File: src/rtl/arp_tx_framer.sv
// arp_tx_framer: builds an Ethernet/ARP reply frame on request and streams it
// byte-wise onto an 8-bit AXIS TX port. The frame is zero-padded to
// MIN_FRAME_BYTES (FCS and preamble are appended downstream), and an
// inter-frame gap of IFG_CYCLES follows every frame.
// Optional build macro ARP_REQUEST_EN adds broadcast ARP request generation
// (ports trig_arp_req / req_ip) with its own one-deep pending slot.
module arp_tx_framer #(
  parameter logic [31:0] LOCAL_IP        = 32'hC0A8_006E,
  parameter logic [47:0] LOCAL_MAC       = 48'hABCD_1234_5678,
  parameter int          MIN_FRAME_BYTES = 60,
  parameter int          IFG_CYCLES      = 12
) (
  input  logic        axi_clk,
  input  logic        axi_rstn,
  input  logic        trig_arp_tx,
  input  logic [31:0] target_ip,
  input  logic [47:0] target_mac,
`ifdef ARP_REQUEST_EN
  input  logic        trig_arp_req,
  input  logic [31:0] req_ip,
`endif
  output logic [7:0]  arp_tdata,
  output logic        arp_tvalid,
  output logic        arp_tlast,
  output logic        arp_tuser,
  input  logic        arp_tready,
  output logic        arp_busy,
  output logic        arp_done
);

  typedef enum logic [1:0] {
    ST_IDLE = 2'd0,
    ST_SEND = 2'd1,
    ST_GAP  = 2'd2
  } state_e;

  localparam logic [7:0] LAST_IDX = 8'(MIN_FRAME_BYTES - 1);
  localparam logic [7:0] GAP_LAST = 8'(IFG_CYCLES - 1);

  state_e      state_q, state_d;
  logic [7:0]  cnt_q, cnt_d;          // byte index within the frame
  logic [7:0]  gap_q, gap_d;          // cycles spent in the gap
  logic [31:0] tip_q, tip_d;          // TPA of the frame on the wire
  logic [47:0] tmac_q, tmac_d;        // destination / THA of the frame on the wire
  logic        pend_q, pend_d;        // reply waiting behind the current frame
  logic [31:0] pend_ip_q, pend_ip_d;
  logic [47:0] pend_mac_q, pend_mac_d;
  logic        req_q, req_d;          // frame on the wire is a request
  logic        preq_q, preq_d;        // request waiting behind the current frame
  logic [31:0] preq_ip_q, preq_ip_d;

  logic        trig_req_s;
  logic [31:0] req_ip_s;
  logic        trig_any_s;
  logic        hs_s;
  logic        go_s, go_req_s;
  logic [31:0] go_ip_s;
  logic [47:0] go_mac_s;

`ifdef ARP_REQUEST_EN
  assign trig_req_s = trig_arp_req;
  assign req_ip_s   = req_ip;
`else
  assign trig_req_s = 1'b0;
  assign req_ip_s   = 32'h0000_0000;
`endif

  assign trig_any_s = trig_arp_tx | trig_req_s;
  assign hs_s       = (state_q == ST_SEND) & arp_tready;

  // Frame byte at a given index; requests broadcast and carry an all-zero THA.
  function automatic logic [7:0] frame_byte(input logic [7:0] idx, input logic [31:0] ip,
                                            input logic [47:0] mac, input logic is_req);
    logic [47:0] dst;
    logic [7:0]  b;
    dst = is_req ? 48'hFFFF_FFFF_FFFF : mac;
    b   = 8'h00;
    if (idx < 8'd6)       b = dst[8*(5 - int'(idx)) +: 8];
    else if (idx < 8'd12) b = LOCAL_MAC[8*(11 - int'(idx)) +: 8];
    else if (idx < 8'd22) begin
      case (idx)
        8'd12:   b = 8'h08;
        8'd13:   b = 8'h06;
        8'd15:   b = 8'h01;
        8'd16:   b = 8'h08;
        8'd18:   b = 8'h06;
        8'd19:   b = 8'h04;
        8'd21:   b = is_req ? 8'h01 : 8'h02;
        default: b = 8'h00;
      endcase
    end
    else if (idx < 8'd28) b = LOCAL_MAC[8*(27 - int'(idx)) +: 8];
    else if (idx < 8'd32) b = LOCAL_IP[8*(31 - int'(idx)) +: 8];
    else if (idx < 8'd38) b = mac[8*(37 - int'(idx)) +: 8];
    else if (idx < 8'd42) b = ip[8*(41 - int'(idx)) +: 8];
    else                  b = 8'h00;
    return b;
  endfunction

  // Next-state logic: trigger capture, frame launch, byte and gap counting.
  always_comb begin
    state_d    = state_q;
    cnt_d      = cnt_q;
    gap_d      = gap_q;
    tip_d      = tip_q;
    tmac_d     = tmac_q;
    req_d      = req_q;
    pend_d     = pend_q;
    pend_ip_d  = pend_ip_q;
    pend_mac_d = pend_mac_q;
    preq_d     = preq_q;
    preq_ip_d  = preq_ip_q;
    go_s       = 1'b0;
    go_req_s   = 1'b0;
    go_ip_s    = 32'h0000_0000;
    go_mac_s   = 48'h0000_0000_0000;

    // Every trigger lands in its pending slot first (newest wins); a launch
    // below clears the slot it consumes.
    if (trig_arp_tx) begin
      pend_d     = 1'b1;
      pend_ip_d  = target_ip;
      pend_mac_d = target_mac;
    end else begin
      pend_d = pend_q;
    end
    if (trig_req_s) begin
      preq_d    = 1'b1;
      preq_ip_d = req_ip_s;
    end else begin
      preq_d = preq_q;
    end

    case (state_q)
      ST_IDLE: begin
        if (trig_arp_tx) begin
          go_s = 1'b1; go_ip_s = target_ip; go_mac_s = target_mac;
        end else if (pend_q) begin
          go_s = 1'b1; go_ip_s = pend_ip_q; go_mac_s = pend_mac_q;
        end else if (trig_req_s) begin
          go_s = 1'b1; go_req_s = 1'b1; go_ip_s = req_ip_s;
        end else if (preq_q) begin
          go_s = 1'b1; go_req_s = 1'b1; go_ip_s = preq_ip_q;
        end else begin
          state_d = ST_IDLE;
        end
      end
      ST_SEND: begin
        if (hs_s && (cnt_q == LAST_IDX)) begin
          cnt_d   = 8'd0;
          gap_d   = 8'd0;
          state_d = (IFG_CYCLES == 0) ? ST_IDLE : ST_GAP;
        end else if (hs_s) begin
          cnt_d = cnt_q + 8'd1;
        end else begin
          cnt_d = cnt_q;
        end
      end
      ST_GAP: begin
        // A pending frame follows the gap directly; a trigger arriving on the
        // last gap cycle is only captured and launched from IDLE.
        if (gap_q != GAP_LAST) begin
          gap_d = gap_q + 8'd1;
        end else if (!trig_any_s && pend_q) begin
          go_s = 1'b1; go_ip_s = pend_ip_q; go_mac_s = pend_mac_q;
        end else if (!trig_any_s && preq_q) begin
          go_s = 1'b1; go_req_s = 1'b1; go_ip_s = preq_ip_q;
        end else begin
          state_d = ST_IDLE;
        end
      end
      default: state_d = ST_IDLE;
    endcase

    if (go_s) begin
      state_d = ST_SEND;
      cnt_d   = 8'd0;
      tip_d   = go_ip_s;
      tmac_d  = go_mac_s;
      req_d   = go_req_s;
      if (go_req_s) preq_d = 1'b0;
      else          pend_d = 1'b0;
    end else begin
      req_d = req_q;
    end
  end

  // State, counters and latched addresses; reset abandons any frame in flight.
  always_ff @(posedge axi_clk or negedge axi_rstn) begin
    if (!axi_rstn) begin
      state_q    <= ST_IDLE;
      cnt_q      <= 8'd0;
      gap_q      <= 8'd0;
      tip_q      <= 32'h0000_0000;
      tmac_q     <= 48'h0000_0000_0000;
      req_q      <= 1'b0;
      pend_q     <= 1'b0;
      pend_ip_q  <= 32'h0000_0000;
      pend_mac_q <= 48'h0000_0000_0000;
      preq_q     <= 1'b0;
      preq_ip_q  <= 32'h0000_0000;
    end else begin
      state_q    <= state_d;
      cnt_q      <= cnt_d;
      gap_q      <= gap_d;
      tip_q      <= tip_d;
      tmac_q     <= tmac_d;
      req_q      <= req_d;
      pend_q     <= pend_d;
      pend_ip_q  <= pend_ip_d;
      pend_mac_q <= pend_mac_d;
      preq_q     <= preq_d;
      preq_ip_q  <= preq_ip_d;
    end
  end

  // Stream outputs decode registered state only, so tdata holds under backpressure.
  assign arp_tvalid = (state_q == ST_SEND);
  assign arp_tdata  = arp_tvalid ? frame_byte(cnt_q, tip_q, tmac_q, req_q) : 8'h00;
  assign arp_tlast  = arp_tvalid & (cnt_q == LAST_IDX);
  assign arp_tuser  = 1'b0;
  assign arp_done   = arp_tlast & arp_tready;
  assign arp_busy   = (state_q != ST_IDLE) | pend_q | preq_q;

endmodule

File: config.mk
export PLATFORM = sky130hd
export DESIGN_NAME = arp_tx_framer
export DESIGN_NICKNAME = d
export VERILOG_FILES = /design/src/rtl/arp_tx_framer.sv
export SDC_FILE = /design/constraint.sdc
export NUM_CORES = 1
export LEC_CHECK = 0
export BUFFER_PORTS_ARGS = -buffer_cell sky130_fd_sc_hd__buf_2
export CAP_MARGIN = 5
export CORE_ASPECT_RATIO = 1.25
export CORE_MARGIN = 1.5
export CORE_UTILIZATION = 55
export CTS_BUF_LIST = sky130_fd_sc_hd__clkbuf_4 sky130_fd_sc_hd__clkbuf_8
export DETAILED_ROUTE_END_ITERATION = 6
export PLACE_DENSITY = 0.76
export SYNTH_ARGS = -nofsm -noshare
export SYNTH_HDL_FRONTEND = slang
export SYNTH_SLANG_ARGS = --single-unit
export TNS_END_PERCENT = 5
File: constraint.sdc
create_clock -name axi_clk -period 2.6 [get_ports axi_clk]
set_clock_uncertainty 0.1 [all_clocks]
set_input_delay 0.13 -clock axi_clk [delete_from_list [all_inputs] [get_ports axi_clk]]
set_output_delay 0.13 -clock axi_clk [all_outputs]
set_load 0.02 [all_outputs]
==> results.md, run 1 <==
- The clock latency of the later-clocked register in the worst-skew pair is 0.46 ns.
- The met1 track demand over resource is a little under two fifths.
- The analysis attributes to cell leakage a power of 4.80 nW.
- The share of synthesized area in the top cell type comes to 48.9%.
- The cell area after layout is 0.0116 mm².
- Setup repair after global routing could not meet its margin everywhere.
- The post-DP HPWL is ~16 mm.
- The number of diodes is 0.
- The worst register-to-register path ends at tip_q[12].
- For this configuration, the core starts out at a cell density of 56.3%.
- Sequential cells were found to cover 48.9% of the synthesized design area.
- The wire length of the first global-routing pass is between 40 and 50 mm.
- The critical path is of the register to output pin type.
- The count of unique library cells instantiated by Yosys is 58.
- The synthesized area divided by synthesized cell count is 11.7 µm².
- In this run the number of H-tree levels came out at 4.
- The number of nets produced by synthesis is 886.
- In this run the deepest clock path goes through 2 buffers.
- Of all nets on the critical path, the largest fanout is 6.
- The count of boundary I/O pins is 97.
- On the final layout, the worst hold slack is 0.0561 ns.
- The relative area change from synthesis to final layout is 26.6%.
- The synthesized design contains 179 register bits.
- In the final routed layout, each cell accounts on average for 20.7 µm.
- The total power is 11.1 mW.
- The tree is rooted in a sky130_fd_sc_hd__clkbuf_8.
- Headroom to the max-slew limit came out at 30.6%.
- The transition time at the pin with the least slew margin is 1.04 ns.
- The worst setup slack before clock tree synthesis is about 0.062 ns.
- The region available for standard cell placement spans 0.0163 mm².
- For this run, asynchronously set or reset flops after synthesis account for 100%.
- The max-slew violation count is 0.
- For the finished layout, the period the worst path requires is ~2.8 ns.
- The maximum vdd ir drop is around 0.00062 V.
- The count of input and output buffers is between 90 and 100.
- The combined flip-flop and latch cell area is 0.00448 mm².
- The cell area after technology mapping is 0.00916 mm².
- The number of synthesized flops with an enable pin is 0.
- The run finished, with violations left.
- The final reports fail on setup timing.
- Data arrives at the worst endpoint at roughly 2.6 ns.
- The required time of the critical path is between 2 and 2.5 ns.
- The pin count of the biggest net entering global routing is 92.
- The remaining number of nets flagged by the antenna check after routing is 0.
- Measured along the x axis, the die boundary spans about 120 µm.
- The number of global-route vias before repair was 7744.
- After detailed routing, the number of vias per cell comes to between 6 and 7.
- The final cell count without fillers is 1193.
- The termination of the worst setup path is arp_tdata[2].
- The path class of the tightest hold or removal check is primary input to register.
- Synthesis produced a netlist whose cell count is 786.
- The clock sink total is 179.
- The total number of vias is between 7000 and 8000.
- The post-detailed-placement cell area is 0.00997 mm².
- Setup violations remaining at the end of the flow were counted as 8.
- Measured on the finished design, the core utilization comes to a little over 70%.
- The Yosys step of the flow raised 0 warnings.
- The biggest area contributor in the post-synthesis netlist is sky130_fd_sc_hd__dfrtp_1.
- Dividing the final minimum period by the clock period gives 109%.
- For this run, the leading register cell type out of synthesis is sky130_fd_sc_hd__dfrtp_1.
- The worst setup margin is -0.232 ns.
- The clock buffer count from CTS is 17.
- The total negative slack is -1.31 ns.
- In this run the critical register-to-register path is launched from gap_q[0].
- Global routing consumed, over all layers together, 29.2% of the routing resources.
- From bottom edge to top edge, the die measures 147 µm.
- The placer's final routability congestion estimate is 0.890.
- Counting cells, the worst reg-to-reg path comes to 7.
- The number of cells in the design after placement is 1066.
- The critical path capture point type is an output pin.
- The met2 demand-to-capacity share in global routing is 50.4%.
- After detailed routing, the number of remaining DRC violations is 0.
- After floorplanning, the core was divided into 52 placement rows.
- In this run the most used layer during global routing was met2.
- The area of the multi-input gates is 0.00457 mm².
- The floorplan die area is about 0.017 mm².
- The initial antenna violation count is 0.
- The CTS tree is yes.
- The length of the first detailed-routing pass in iterations is 5.
- The tool flagged a number of max-cap violations equal to 0.
- For this design the ratio of total power to cell area is 953 mW/mm².
- After clock tree synthesis, the clock-pin slew on the worst setup and hold paths is 0.09 ns.
- After the first detailed-routing iteration, the DRC count stood at 662.
- In the global route stage, met3 resource usage came out at 5.32%.
- The worst setup path is launched from a register.
- The peak clock frequency supported by timing is 353 MHz.
- The post-layout net count is 1065.
- The number of hold violations in the final report is 0.
- The share of cells above drive strength 1 is 32.2%.
- The total of fill cells in the finished design is between 1000 and 1500.
- Yosys attributes the largest share of cell area to sky130_fd_sc_hd__dfrtp_1 (49%), sky130_fd_sc_hd__mux2_2 (9.8%), sky130_fd_sc_hd__a221o_1 (8.6%).
- The launch point of the worst path is cnt_q[7].
- The flop-to-flop setup slack is 0.10 ns.
- Summed over all layers, the routed wires come to 24.7 mm.
- After global routing the overflow that remains totals 0.
Yosys cell counts, drive strengths merged, types with 3 or more instances:
library cell,number
a21o,3
a21oi,20
a221o,79
a31oi,6
and2,3
and3,5
buf,26
clkbuf,38
dfrtp,179
ha,16
inv,16
mux2,80
mux2i,21
mux4,10
nand2,36
nand2b,6
nand3,16
nand4,3
nor2,27
nor2b,8
nor3,9
nor3b,80
o211ai,3
o21ai,37
o221ai,5
o22ai,9
o31ai,11
or2,4
worst max-delay path, cell delays in order, from the launching register on:
cell and delay (ns):
sky130_fd_sc_hd__dfrtp_1 0.45, sky130_fd_sc_hd__or2_2 0.32, sky130_fd_sc_hd__nor3b_1 0.53, sky130_fd_sc_hd__nand3_4 0.20, sky130_fd_sc_hd__o221ai_4 0.23, sky130_fd_sc_hd__o311ai_4 0.13
sky130_fd_sc_hd__a21oi_2 0.14, sky130_fd_sc_hd__buf_4 0.15
layer usage:
layer  vias up  wire (µm)
met5         -          0
met4         0        641
met3        48       1070
met2       230      12800
met1      3769      10200
li1       3355          -
area by class of cell:
class	count	share of cell area [%]
clock buffers	22	2.50
clock inverters	9	0.831
inverters	17	0.561
multi-input cells	526	39.4
flip-flops and latches	179	38.7
well taps	216	2.33
repair buffers	224	15.7
flip-flops by register name (all words and copies together) (netlist names):
register,flops
pend_mac_q,48
tmac_q,48
pend_ip_q,32
tip_q,32
cnt_q,8
gap_q,8
state_q,2
pend_q,1
cells in the final DEF, fill, tap and decap left out, types with 21 or more instances in the layout:
| cell | synthesis | routed |
|---|---|---|
| sky130_fd_sc_hd__nor3b_1 | 80 | 80 |
| sky130_fd_sc_hd__dlygate4sd3_1 | 0 | 82 |
| sky130_fd_sc_hd__nand2_1 | 36 | 34 |
| sky130_fd_sc_hd__a221o_1 | 79 | 79 |
| sky130_fd_sc_hd__mux2_2 | 80 | 80 |
| sky130_fd_sc_hd__dfrtp_1 | 179 | 176 |
| sky130_fd_sc_hd__buf_2 | 10 | 85 |
| sky130_fd_sc_hd__mux2i_1 | 21 | 21 |
| sky130_fd_sc_hd__buf_4 | 2 | 42 |
| sky130_fd_sc_hd__o21ai_0 | 36 | 31 |
worst min path at each step:
stage,start,slack (ns),endpoint,depth (start not counted)
finish,arp_tready,0.06,state_q[0],3
global route,arp_tready,0.07,state_q[0],3
CTS,arp_tready,0.05,state_q[0],3
detailed placement,axi_rstn,0.04,pend_ip_q[19],1
global placement,axi_rstn,0.02,tip_q[19],1
floorplan,axi_rstn,-0.27,cnt_q[0],0
kinds of logic after synthesis:
kind of cell / count (synthesis) / synth area share [%]
DFF: 179 / 48.9
xor gates and xnor gates: 4 / 0.383
muxes: 111 / 14.6
AOI/OAI and AO/OA: 189 / 16.3
adders and majority gates: 16 / 2.19
buffers and inverters: 81 / 4.28
and+or+nand+nor: 205 / 13.4
other: 1 / 0.0409
repair_timing:
item	CTS	global route
pin swaps	10	6
cloned	1	0
buffers inserted	11	3
hold buffers	82	0
endpoints found under the hold margin	231	0
resized for setup	50	16
endpoints found under the setup margin	8	9
report_power, final:
part / switching (mW) / internal, mW
registers: 0.568 / 3.58
logic: 2.65 / 2.39
clock network: 1.00 / 0.866
total: 4.22 / 6.84
No activity file was read; power rests on OpenSTA's default activity.
==> inputs of run 2 (changes only) <==
clock period = 2.5 ns   (was 2.6 ns; I/O delays follow)
==> run 2 against run 1 <==
  * Die area unchanged
  * Combinational power grew 3%
  * Sequential cell count unchanged
  * Count of clock-buffer cells in the layout down 1
  * Critical path depth is 2 higher
  * Critical path type unchanged
  * Sequential power is 5% higher
  * The run still ends with setup timing left
  * Critical endpoint unchanged
  * Register-to-register slack got worse by 0.03 ns
  * First-iteration DRC count is 0.76% higher
  * Non-clock buffer count grew 16
  * Hold slack better by 0.017 ns
  * Highest routed layer unchanged
  * Setup slack worse by 0.12 ns
  * Core utilization is 0.28 points higher
==> results.md, run 2 (synthesis gave the netlist of run 1 again) <==
- The number of endpoints failing setup at the final stage is 8.
- In this run the remaining antenna-violating nets after routing total 0.
- The die outline width is 118 µm.
- STA classifies the critical path startpoint as a register.
- The length of the first detailed-routing pass in iterations is 6.
- The largest registers in the layout are pend_mac_q (48), tmac_q (48).
- In this run the power density over the cells is between 900 and 1000 mW/mm².
- The number of hold violations in the final report is 0.
- The relative area change from synthesis to final layout is 27.1%.
- Along the worst path, the maximum fanout reaches 6.
- The number of global-route vias before repair is 7670.
- The final wirelength is 24.9 mm.
- The count of routing violations after the opening detailed-route iteration is 667.
- The detailed-route DRC error count is 0.
- The worst path arrival time is between 2 and 3 ns.
- Of the cells placed in the final design, the portion with a size suffix greater than 1 is 33.7%.
- After layout, the minimum clock period comes to 2.85 ns.
- Setup repair after global routing could not meet its margin everywhere.
- The worst hold-check path type is primary input to register.
- Fill cells in the final layout number 1151.
- The cell area after layout is 0.0116 mm².
- The worst setup slack before clock tree synthesis is -0.186 ns.
- The core box area is 0.0163 mm².
- The critical path in this run is classified as register to output pin.
- The number of clock buffers added by TritonCTS is 17.
- The count of boundary I/O pins is 97.
- The worst setup margin is -0.350 ns.
- The run finished, with violations left.
- The transition time at the pin with the least slew margin is ~0.87 ns.
- IR analysis of the VDD net gives a maximum drop of between 0.0005 and 0.0006 V.
- The post-detailed-placement cell area is 0.0101 mm².
- The worst pin sits at a relative slew slack of a little over two fifths.
- In this run the clock root is driven by a sky130_fd_sc_hd__clkbuf_8.
- The met3 routed wirelength is ~1.1 mm.
- The detailed router used layers up to and including met4.
- In the layout the commonest cells are sky130_fd_sc_hd__dfrtp_1 (174), sky130_fd_sc_hd__buf_2 (86), sky130_fd_sc_hd__dlygate4sd3_1 (83).
- The number of diodes is 0.
- The CTS tree is yes.
- The clock net in this run drives a total of 179 sinks.
- The total length of routed met2 wires is 12.6 mm.
- The largest buffer count on any clock path is 2.
- Global routing finished with a remaining overflow of 0.
- The first global-routing pass estimated 40.9 mm of wire.
- The die height is 147 µm.
- The effective utilization at floorplan is 56.3%.
- In the final routed layout, each cell accounts on average for 20.6 µm.
- The checks that failed: setup timing.
- The length of routed wiring on met1 is 10.5 mm.
- The detailed-route vias per instance is 6.21.
- The count of input and output buffers is 95.
- The final route contains 7498 vias.
- The all-layer global routing usage is between 20% and 30%.
- The worst hold slack across all endpoints is 0.0732 ns.
- The required time of the critical path is 2.28 ns.
- The H-tree was split into 4 levels.
- The worst path uses 114% of the clock period.
- The clock transition at the registers of the reported paths is around 0.09 ns.
- The wire-length estimate of the detail-placed layout is 16.8 mm.
- At the later pin of the worst-skew pair, clock insertion delay measures ~0.46 ns.
- The congestion estimate from routability-driven global placement came to approximately 0.92.
- The die covers 0.0174 mm².
- The leading cell type in the layout, fill and taps excluded is sky130_fd_sc_hd__dfrtp_1.
- The max-slew violation count came to 0.
- The total of max-cap violations is 0.
- The peak clock frequency supported by timing is roughly 350 MHz.
- Entering global routing, the biggest net connects 81 pins.
- The post-layout net count is 1081.
- The initial antenna violation count came to 0.
- The total negative slack is -2.27 ns.
- The standby leakage power is 4.86 nW.
- The critical path capture point type is an output pin.
- The number of rows created at floorplan is 52.
[run 2: changes by cell type in the layout (fill, tap and decap cells not counted), moves of 2 or more]
cell                      previous run  this run
sky130_fd_sc_hd__buf_4              42        57
sky130_fd_sc_hd__ha_2                1         4
sky130_fd_sc_hd__nand2_1            34        31
sky130_fd_sc_hd__nand2_2             2         5
sky130_fd_sc_hd__dfrtp_1           176       174
sky130_fd_sc_hd__dfrtp_2             3         5
sky130_fd_sc_hd__ha_4                6         4
[run 2: layer usage]
layer / GRT usage, % / up-vias
li1: - / 3386
met1: 39.8 / 3808
met2: 49.4 / 247
met3: 5.28 / 57
met4: 9.82 / 0
met5: 0 / -
[run 2: critical path, cell delays in order (launching register included)]
cell and delay (ns):
sky130_fd_sc_hd__dfrtp_2 0.46, sky130_fd_sc_hd__inv_2 0.11, sky130_fd_sc_hd__ha_4 0.22, sky130_fd_sc_hd__buf_6 0.12
sky130_fd_sc_hd__a2111oi_4 0.36, sky130_fd_sc_hd__nand3_2 0.22, sky130_fd_sc_hd__o221ai_2 0.23, sky130_fd_sc_hd__o311ai_2 0.14
sky130_fd_sc_hd__a21oi_2 0.16, sky130_fd_sc_hd__buf_4 0.15
[run 2: layout make-up]
| class | instances | area, µm² | area share, % |
|---|---|---|---|
| clock inverters | 9 | 119 | 1.02 |
| multi-input cells | 526 | 4520 | 38.8 |
| clock buffers | 21 | 277 | 2.38 |
| flip-flops and latches | 179 | 4490 | 38.5 |
| repair buffers | 240 | 1900 | 16.4 |
| well taps | 216 | 270 | 2.32 |
| inverters | 17 | 65.1 | 0.559 |
[run 2: per-stage QoR]
step	total power [mW]	std cells	utilization [%]
after floorplan	7.41	786	-
after global placement	8.83	1082	62.0
after detailed placement	8.98	1082	62.0
after CTS	11.3	1200	70.4
after global routing	12.2	1208	71.6
final	11.5	1208	71.6
[run 2: path summary, 6_finish.rpt]
path,start,end,cells past startpoint,slack [ns]
max in group asynchronous,axi_rstn,tmac_q[47],3,1.43
hold reg to reg,pend_mac_q[47],pend_mac_q[47],1,0.40
setup / recovery,cnt_q[2],arp_tdata[2],9,-0.35
min in group asynchronous,axi_rstn,pend_ip_q[19],2,0.14
hold / removal,arp_tready,state_q[1],4,0.07
setup reg to reg,gap_q[1],tip_q[12],7,0.07
[run 2: power breakdown]
part           internal, mW  leakage [nW]  switching, mW
Clock                 0.967         0.197           1.04
Sequential             3.72          2.14          0.630
Combinational          2.49          2.53           2.69
[run 2: what timing repair did]
action | CTS | global route
setup buffers | 6 | 8
hold buffers | 83 | 0
pin swaps | 7 | 6
resized for setup | 29 | 34
setup endpoints to repair | 25 | 101
endpoints found under the hold margin | 234 | 0
